## config.mk

```make
export PLATFORM = sky130hd
export DESIGN_NAME = riscv_top
export DESIGN_NICKNAME = d
export VERILOG_FILES = /design/src/rtl/riscv_top_pkg.sv /design/src/rtl/cpu.sv /design/src/rtl/riscv_top_uart.sv /design/src/rtl/riscv_top.sv
export SDC_FILE = /design/constraint.sdc
export NUM_CORES = 1
export LEC_CHECK = 0
export BUFFER_PORTS_ARGS = -buffer_cell sky130_fd_sc_hd__buf_4
export CAP_MARGIN = 20
export CORE_MARGIN = 3
export CORE_UTILIZATION = 52
export CTS_BUF_LIST = sky130_fd_sc_hd__clkbuf_4 sky130_fd_sc_hd__clkbuf_8
export DETAILED_ROUTE_END_ITERATION = 7
export HOLD_SLACK_MARGIN = 0.06
export MAX_ROUTING_LAYER = met4
export PLACE_DENSITY = 0.72
export SLEW_MARGIN = 0
export SYNTH_ARGS = -nofsm -noshare
export SYNTH_HDL_FRONTEND = slang
export SYNTH_SLANG_ARGS = --single-unit
```

## constraint.sdc

```tcl
create_clock -name EXCLK -period 0.8 [get_ports EXCLK]
set_input_delay 0.04 -clock EXCLK [delete_from_list [all_inputs] [get_ports EXCLK]]
set_output_delay 0.04 -clock EXCLK [all_outputs]
set_load 0.02 [all_outputs]
```

## src/rtl/riscv_top_pkg.sv

```systemverilog
// Shared constants for the riscv_top SoC wrapper: I/O map, UART state encoding
// and the baud divider selection.
package riscv_top_pkg;

    localparam logic [17:0] IO_BASE = 18'h30000;
    localparam logic [17:0] IO_DATA = 18'h30000;
    localparam logic [17:0] IO_CTRL = 18'h30004;

    typedef enum logic [1:0] {IDLE, START, DATA, STOP} uart_state_e;

    // Simulation builds use a short bit period so UART traffic stays cheap to simulate.
    function automatic int baud_div(input int sim, input int clk_freq, input int baud);
        return (sim != 0) ? 4 : clk_freq / baud;
    endfunction

endpackage

```

## src/rtl/cpu.sv

```systemverilog
// Bus-compatible stand-in for the RV32 core: exposes the core's port list and
// keeps the byte bus idle (address 0, no writes).
module cpu (
    input  logic        clk_in,
    input  logic        rst_in,
    input  logic        rdy_in,
    input  logic [7:0]  mem_din,
    output logic [7:0]  mem_dout,
    output logic [31:0] mem_a,
    output logic        mem_wr,
    input  logic        io_buffer_full
);
    logic unused_in;
    assign unused_in = ^{clk_in, rst_in, rdy_in, mem_din, io_buffer_full};

    assign mem_dout = 8'h00;
    assign mem_a    = 32'h0000_0000;
    assign mem_wr   = 1'b0;
endmodule

```

## src/rtl/riscv_top_uart.sv

```systemverilog
// 8N1 UART with a one-byte transmit hold register and a single-byte receive buffer.
module uart
    import riscv_top_pkg::*;
#(
    parameter int DIV = 4
) (
    input  logic       clk_i,
    input  logic       rst_ni,
    input  logic       tx_wr_i,
    input  logic [7:0] tx_data_i,
    output logic       tx_full_o,
    output logic       tx_o,
    input  logic       rx_i,
    input  logic       rx_clr_i,
    output logic [7:0] rx_data_o,
    output logic       rx_valid_o
);
    localparam logic [15:0] LAST = 16'(DIV - 1);
    localparam logic [15:0] HALF = 16'(DIV / 2 - 1);

    uart_state_e tx_state_q, rx_state_q;
    logic [15:0] tx_cnt_q, rx_cnt_q;
    logic [2:0]  tx_bit_q, rx_bit_q;
    logic [7:0]  tx_hold_q, tx_sh_q, rx_sh_q, rx_data_q;
    logic        tx_full_q, tx_q, rx_valid_q;
    logic        rx_s1_q, rx_s2_q, rx_prev_q;

    always_ff @(posedge clk_i or negedge rst_ni) begin
        if (!rst_ni) begin
            tx_state_q <= IDLE;
            tx_cnt_q   <= '0;
            tx_bit_q   <= '0;
            tx_hold_q  <= '0;
            tx_sh_q    <= '0;
            tx_full_q  <= 1'b0;
            tx_q       <= 1'b1;
        end else begin
            if (tx_wr_i && !tx_full_q) begin
                tx_hold_q <= tx_data_i;
                tx_full_q <= 1'b1;
            end
            tx_cnt_q <= (tx_cnt_q == LAST) ? '0 : tx_cnt_q + 16'd1;
            case (tx_state_q)
                IDLE: begin
                    tx_cnt_q <= '0;
                    if (tx_full_q) begin
                        tx_sh_q    <= tx_hold_q;
                        tx_full_q  <= 1'b0;
                        tx_q       <= 1'b0;
                        tx_state_q <= START;
                    end
                end
                START: if (tx_cnt_q == LAST) begin
                    tx_q       <= tx_sh_q[0];
                    tx_sh_q    <= tx_sh_q >> 1;
                    tx_bit_q   <= '0;
                    tx_state_q <= DATA;
                end
                DATA: if (tx_cnt_q == LAST) begin
                    if (tx_bit_q == 3'd7) begin
                        tx_q       <= 1'b1;
                        tx_state_q <= STOP;
                    end else begin
                        tx_q     <= tx_sh_q[0];
                        tx_sh_q  <= tx_sh_q >> 1;
                        tx_bit_q <= tx_bit_q + 3'd1;
                    end
                end
                STOP: if (tx_cnt_q == LAST) begin
                    // A waiting byte goes straight into a new start bit: no idle gap.
                    if (tx_full_q) begin
                        tx_sh_q    <= tx_hold_q;
                        tx_full_q  <= 1'b0;
                        tx_q       <= 1'b0;
                        tx_state_q <= START;
                    end else begin
                        tx_state_q <= IDLE;
                    end
                end
            endcase
        end
    end

    always_ff @(posedge clk_i or negedge rst_ni) begin
        if (!rst_ni) begin
            rx_s1_q    <= 1'b1;
            rx_s2_q    <= 1'b1;
            rx_prev_q  <= 1'b1;
            rx_state_q <= IDLE;
            rx_cnt_q   <= '0;
            rx_bit_q   <= '0;
            rx_sh_q    <= '0;
            rx_data_q  <= '0;
            rx_valid_q <= 1'b0;
        end else begin
            rx_s1_q   <= rx_i;
            rx_s2_q   <= rx_s1_q;
            rx_prev_q <= rx_s2_q;
            if (rx_clr_i) rx_valid_q <= 1'b0;
            rx_cnt_q <= rx_cnt_q + 16'd1;
            case (rx_state_q)
                IDLE: begin
                    rx_cnt_q <= '0;
                    if (rx_prev_q && !rx_s2_q) rx_state_q <= START;
                end
                START: if (rx_cnt_q == HALF) begin
                    rx_cnt_q   <= '0;
                    rx_bit_q   <= '0;
                    rx_state_q <= rx_s2_q ? IDLE : DATA;
                end
                DATA: if (rx_cnt_q == LAST) begin
                    rx_cnt_q <= '0;
                    rx_sh_q  <= {rx_s2_q, rx_sh_q[7:1]};
                    rx_bit_q <= rx_bit_q + 3'd1;
                    if (rx_bit_q == 3'd7) rx_state_q <= STOP;
                end
                STOP: if (rx_cnt_q == LAST) begin
                    rx_cnt_q   <= '0;
                    rx_state_q <= IDLE;
                    // Placed after the clear so a completing byte beats a same-cycle read.
                    if (rx_s2_q) begin
                        rx_data_q  <= rx_sh_q;
                        rx_valid_q <= 1'b1;
                    end
                end
            endcase
        end
    end

    assign tx_full_o  = tx_full_q;
    assign tx_o       = tx_q;
    assign rx_data_o  = rx_data_q;
    assign rx_valid_o = rx_valid_q;
endmodule

```

## src/rtl/riscv_top.sv

```systemverilog
// SoC wrapper around the RV32 core: reset conditioning, byte-wide RAM,
// memory-mapped UART data/control and the halt LED.
module riscv_top
    import riscv_top_pkg::*;
#(
    parameter int    SIM            = 0,
    parameter int    RAM_ADDR_WIDTH = 17,
    parameter string RAM_INIT_FILE  = "test.data",
    parameter int    CLK_FREQ       = 100000000,
    parameter int    BAUD           = 115200
) (
    input  logic EXCLK,
    input  logic btnC,
    output logic Tx,
    input  logic Rx,
    output logic led
);
    localparam int DIV = baud_div(SIM, CLK_FREQ, BAUD);

    // Reset asserts immediately on btnC low and releases two clock edges after btnC rises.
    logic [1:0] rst_sync_q;
    logic       rst, rst_n;
    always_ff @(posedge EXCLK or negedge btnC) begin
        if (!btnC) rst_sync_q <= 2'b11;
        else       rst_sync_q <= {rst_sync_q[0], 1'b0};
    end
    assign rst   = rst_sync_q[1];
    assign rst_n = ~rst;

    logic [31:0] mem_a;
    logic [7:0]  mem_dout, mem_din;
    logic        mem_wr, io_buffer_full, cpu_rdy, halted_q;

    assign cpu_rdy = ~halted_q;

    cpu u_cpu (
        .clk_in         (EXCLK),
        .rst_in         (rst),
        .rdy_in         (cpu_rdy),
        .mem_din        (mem_din),
        .mem_dout       (mem_dout),
        .mem_a          (mem_a),
        .mem_wr         (mem_wr),
        .io_buffer_full (io_buffer_full)
    );

    logic is_io, wr_data, wr_ctrl, rd_data, rd_ctrl;
    logic unused_addr;
    assign unused_addr = ^mem_a[31:18];
    assign is_io   = (mem_a[17:16] == IO_BASE[17:16]);
    assign wr_data = mem_wr  && (mem_a[17:0] == IO_DATA);
    assign wr_ctrl = mem_wr  && (mem_a[17:0] == IO_CTRL);
    assign rd_data = !mem_wr && (mem_a[17:0] == IO_DATA);
    assign rd_ctrl = !mem_wr && (mem_a[17:0] == IO_CTRL);

    logic [7:0] ram [2**RAM_ADDR_WIDTH];
    logic [7:0] ram_q;

    always_ff @(posedge EXCLK) begin
        if (mem_wr && !is_io) ram[mem_a[RAM_ADDR_WIDTH-1:0]] <= mem_dout;
        ram_q <= ram[mem_a[RAM_ADDR_WIDTH-1:0]];
    end

    logic [7:0] rx_data;
    logic       rx_valid;

    uart #(.DIV(DIV)) u_uart (
        .clk_i      (EXCLK),
        .rst_ni     (rst_n),
        .tx_wr_i    (wr_data),
        .tx_data_i  (mem_dout),
        .tx_full_o  (io_buffer_full),
        .tx_o       (Tx),
        .rx_i       (Rx),
        .rx_clr_i   (rd_data),
        .rx_data_o  (rx_data),
        .rx_valid_o (rx_valid)
    );

    // I/O read data is captured at the access edge so it lines up with the RAM's one-cycle latency.
    logic       io_sel_q;
    logic [7:0] io_rdata_q, io_rdata_d;
    always_comb begin
        io_rdata_d = 8'h00;
        if (rd_data && rx_valid) io_rdata_d = rx_data;
        else if (rd_ctrl)        io_rdata_d = {7'b0, rx_valid};
    end

    always_ff @(posedge EXCLK or negedge rst_n) begin
        if (!rst_n) begin
            io_sel_q   <= 1'b0;
            io_rdata_q <= 8'h00;
            halted_q   <= 1'b0;
        end else begin
            io_sel_q   <= is_io;
            io_rdata_q <= io_rdata_d;
            if (wr_ctrl) halted_q <= 1'b1;
        end
    end

    assign mem_din = io_sel_q ? io_rdata_q : ram_q;
    assign led     = halted_q;

    if (SIM != 0) begin : g_sim
        always_ff @(posedge EXCLK) begin
            if (rst_n && wr_data) $write("%c", mem_dout);
            if (rst_n && wr_ctrl) begin
                $display("riscv_top: program halted");
                $finish;
            end
        end
    end
endmodule

```

Word-level counts from Yosys, hierarchy flattened. Cells that the tools add are included.

Add/subtract/negate cells: 2. Multiply operators: 0. Divide/modulo/power cells: 0. $lt $le $gt $ge: 0. Equal/unequal tests: 11. Shift-type cells: 0. Mux-type cells: 27. Bitwise logic cells: 0. Reduce and logical (&&, ||, !) cells: 8.

Operators with widths (count): two-way mux 8 bit (5); two-way mux 16 bit (2); one-hot mux 8 bit (4 select lines) (1); adder 16 x 1 -> 16 bit (second input constant) (1); == test 16 x 10 -> 1 bit (second input constant) (1); two-way mux 2 bit (5); != test 2 x 1 -> 1 bit (second input constant) (5); two-way mux 3 bit (3); one-hot mux 2 bit (4 select lines) (1); AND reduction 4 bit (2); two-way mux 1 bit (7); one-hot mux 3 bit (2 select lines) (1); AND reduction 5 bit (1); == test 2 bit (second input constant) (2); one-hot mux 1 bit (4 select lines) (1); nonzero test 2 bit (2); adder 3 x 1 -> 3 bit (second input constant) (1); == test 3 bit (second input constant) (1); AND reduction 3 bit (1); == test 2 x 1 -> 1 bit (second input constant) (1); zero test 2 bit (1); != test 2 bit (second input constant) (1); one-hot mux 1 bit (2 select lines) (1); AND reduction 2 bit (1).

Bits in registers: 33. Latch bits: 0. Memory bits (writable): 0. ROM bits: 0. Input port bits: 3. Output and inout bits: 2. Logic and storage cells: 55. Memories: 0.

Logic depth before layout (Yosys ltp).
Depth in word-level cells: 4. Depth in mapped cells: 7. Depth with buffers taken out: 6.

Worst setup path after synthesis. OpenSTA, ideal clock, no wires.

Path kind: flip-flop to flip-flop. Start: register u_uart.tx_cnt_q[0]. End: register u_uart.tx_cnt_q[11]. Setup time: 119 ps. Arrival: 1869 ps. Data required time: 681 ps. Slack: -1188 ps. Cell stages (with the launch flop): 8. Path buffers: 2. Clock period less this slack: 1988 ps. Path through: dfrtp_1 ha_1 or3b_2 or4_4 nand2b_2 buf_6 buf_12 nor2_1.

Cells in the longest elaborated chain, start to end: 3. Elaborated cells between the ends (all ways): 4. Those cells by class: 1 x add/sub; 1 x eq/ne; 2 x mux.

RTL lines: start, declared (line riscv_top_uart.sv:22) `logic [15:0] tx_cnt_q, rx_cnt_q;`; start signal, assigned (line riscv_top_uart.sv:42) `tx_cnt_q <= (tx_cnt_q == LAST) ? '0 : tx_cnt_q + 16'd1;`; adder 16 x 1 -> 16 bit or == test 16 x 10 -> 1 bit (tied branches) (line riscv_top_uart.sv:42); two-way mux 16 bit * (line riscv_top_uart.sv:42); two-way mux 16 bit * (line riscv_top_uart.sv:43) `case (tx_state_q)`.

Mark *: on every way between the ends. The rest lies on a longest branch, timed or not. A chain may end at the register's enable or synchronous reset.

Worst setup path in the final report.
Start: register u_uart.tx_cnt_q[7]. End: register u_uart.tx_cnt_q[4].

Cells in the longest elaborated chain, start to end: 3.

RTL lines (line): == test 16 x 10 -> 1 bit (riscv_top_uart.sv:42); two-way mux 16 bit (riscv_top_uart.sv:42); two-way mux 16 bit (riscv_top_uart.sv:43).

Every way passes these cells.

==> results.txt <==
Most frequent cell on the critical path - or4_4
TritonCTS clock tree - built
Routed WL - 2.76 mm
Buf/Inv on CP - 1
Num rows - 17
Fin Setup TNS - -25.55 ns
CP delay by family, top - simple AND/OR/NAND/NOR gates
Clock slew at reported path FFs - 0.14 ns
Length of the first detailed-routing pass in iterations - 4
CP arrival - 2.22 ns
Post-synthesis mux area share - 0.872%
Critical Path Max Stage Delay - 0.59 ns
Die area - 3120 sq um
Min Tclk post-route - 1.99 ns
Top Ports - 5
Failing checks - setup timing
First-pass GRT wire length - 4.46 mm
Vias/cell - 5.33
Insertion delay to the later sink of the worst-skew pair - 0.32 ns
Initial Utilization - 56.7%
# diodes - 0
Area leader, netlist - dfrtp_1
Worst Setup SP - u_uart.tx_cnt_q[7]$_DFF_PP0_
Share of cells above drive strength 1 - 37.6%
XOR/XNOR Fraction of Synth Area - 8.14%
GRT Util Overall - 18.7%
Clock Path Buffers - 2
Avg Cell Area, Syn - 10.1 sq um
Fmax - 503 MHz
Largest net degree at the start of global routing - 17
Yosys reg bits - 24
Fin crit share - 249%
Yosys synthesis warning count - 0
Outcome - complete, but fails checks
Max VDD drop - 0.00106 V
Antenna violations before repair - 0
Placer congestion estimate - 0.842
Max Slew Vio Count - 0
Most common cell in the synthesized netlist - dfrtp_1
Core area - 2280 sq um
Critical Path Fanout Max - 8
Worst Hold Class - input pin to async pin
Clock H-tree levels - 1
Critical path launch point type - register
Area grow syn2layout - 33.4%
Crit path kind - register to register
Cell Pwr Density - 1080 nW/um^2
Die height - 55.8 microns
TritonCTS Buffers - 3
Max-cap viol count - 0
Worst-path cell chain - or4_4, or4_4, nand2b_4, clkbuf_16, nor2_1
DR iter-0 viols - 17
Port Buf Inserts - 2
Largest family of logic cells by synthesized area - simple AND/OR/NAND/NOR gates
Clock Sinks - 24
Simple logic cell fraction of the synthesized area - 22.5%
Worst Setup End Kind - register
Number of synthesized flops with an enable pin - 0
Synth cell types - 30
Chip width - 55.8 microns
ANT nets after route - 0
Post-synthesis compound-gate area fraction - 8.04%
Final Hold Viols - 0
Fill cells - 158
Worst R2R Start - u_uart.tx_cnt_q[7]$_DFF_PP0_
# nets final - 185
Post-synthesis sequential area ratio - 46.8%
Post-synthesis async set-or-reset flop share - 100%
Residual DRC - 0
CTS root buf - clkbuf_4
Vias in the first global route - 1,053
GR Overflow Total - 0
Worst Hold Slack - 0.191 ns
Cells taking the most area after synthesis - dfrtp_1, ha_1, dfstp_2
Fin Clk Skew - 0.0166 ns
Via count - 1,072
Yosys top cell area share - 40.7%
Cell leakage power - 0.765 nW
Post-Syn Area - 1290 sq um
Cells after synthesis - 128
Post-DP HPWL - 1.97 mm
Critical-path top delay cell - or4_4
RSZ-0062 raised after global routing - yes
Top_reg_cell synth - dfrtp_1
Wire per inst - 13.7 microns
Synth top cells by count - dfrtp_1, nor2_1, nand2_1
Post-Synth Adder-Cell Area - 7.75%
Setup ws final - -1.19 ns
Critical Path RT - 1.03 ns
Final setup viols - 23
[through the flow]
step                worst slack (ns)  utilization, %  std cells  cell area (sq um)  total power (W)
finish                         -1.19            75.7        201               1720          0.00186
global route                   -1.21            75.7        201               1720          0.00194
CTS                            -1.13            73.4        199               1670          0.00188
detailed placement             -1.15            71.2        194               1620          0.00130
global placement               -1.10            71.2        194               1620          0.00129
floorplan                      -1.17               -        129               1300          0.00127
[final timing paths]
kind / cells past startpoint / slack, ns / endpoint
min: 2 / 0.19 / rst_sync_q[1]$_DFF_PN1_
min in group EXCLK: 0 / 0.37 / rst_sync_q[1]$_DFF_PN1_
max reg2reg: 5 / -1.19 / u_uart.tx_cnt_q[4]$_DFF_PP0_
max: 5 / -1.19 / u_uart.tx_cnt_q[4]$_DFF_PP0_
min reg2reg: 2 / 0.30 / u_uart.tx_cnt_q[0]$_DFF_PP0_
max in group asynchronous: 2 / 0.36 / u_uart.tx_cnt_q[14]$_DFF_PP0_
[flip-flops by register name, summed over array words and instances (netlist names)]
signal             count
rst_sync_q             2
u_uart.tx_bit_q        3
u_uart.tx_cnt_q       16
u_uart.tx_o            1
u_uart.tx_state_q      2
[routing by layer]
layer / global-route usage [%] / routed length (microns)
met1: 22.5 / 1270
met2: 30.7 / 1320
met3: 3.48 / 99
met4: 7.80 / 71
met5: - / 0
[final cells by class]
type                            count  area, sq um  area share (%)
Timing Repair Buffer               43          372            21.6
Clock buffer                        4         30.0            1.74
Inverter                            9         33.8            1.96
Sequential cell                    24          604            35.1
Multi-Input combinational cell     93          648            37.6
Tap cell                           28         35.0            2.03
[report_power, final]
part / internal [W] / leakage, nW / total, W / switching [W]
Combinational: 0.0000196 / 0.422 / 0.0000506 / 0.0000310
Sequential: 0.00122 / 0.325 / 0.00122 / 0.00000134
Clock: 0.000229 / 0.0184 / 0.000587 / 0.000358
Total: 0.00147 / 0.765 / 0.00186 / 0.000390
[cells in the final DEF (no fill, tap or decap), drive strengths merged]
master and instances:
nand2 11, conb 2, buf 41, nand4 3, dfstp 3, o41ai 1
or4 4, nand2b 1, or3b 1, o2bb2ai 1, nor4 4, dlygate4sd3 1
inv 9, nand3 7, xnor2 9, a21oi 3, nor2 16, clkbuf 5
xor2 3, or3 3, a22oi 1, ha 8, a22o 3, dfrtp 21
o21ai 6, nor3 3, mux2 1, or2 2
[what timing repair did]
action                                  4_1_cts  5_1_grt
gates cloned                                  0        1
hold endpoints to repair                      2        0
endpoints found under the setup margin       23       23
pin swaps                                     1        4
resized for setup                             2        7
hold buffers                                  1        0
buffers inserted                              0        1
[cell families (layout without fill, tap and decap cells)]
logic type	Yosys count	count (layout)
AO/OA/AOI/OAI	15	15
XOR/XNOR	12	12
adder cells (fa/ha/maj)	8	8
buffers and inverters	12	56
flip-flops	24	24
multiplexers	1	1
other	1	2
AND/OR/NAND/NOR	55	55
[worst reg2reg max path, stage by stage, from the launching register on]
cell and delay (ns):
dfrtp_1 0.42, or4_4 0.54, or4_4 0.59, nand2b_4 0.13, clkbuf_16 0.16, nor2_1 0.05
(Power assumes the default switching activity.)
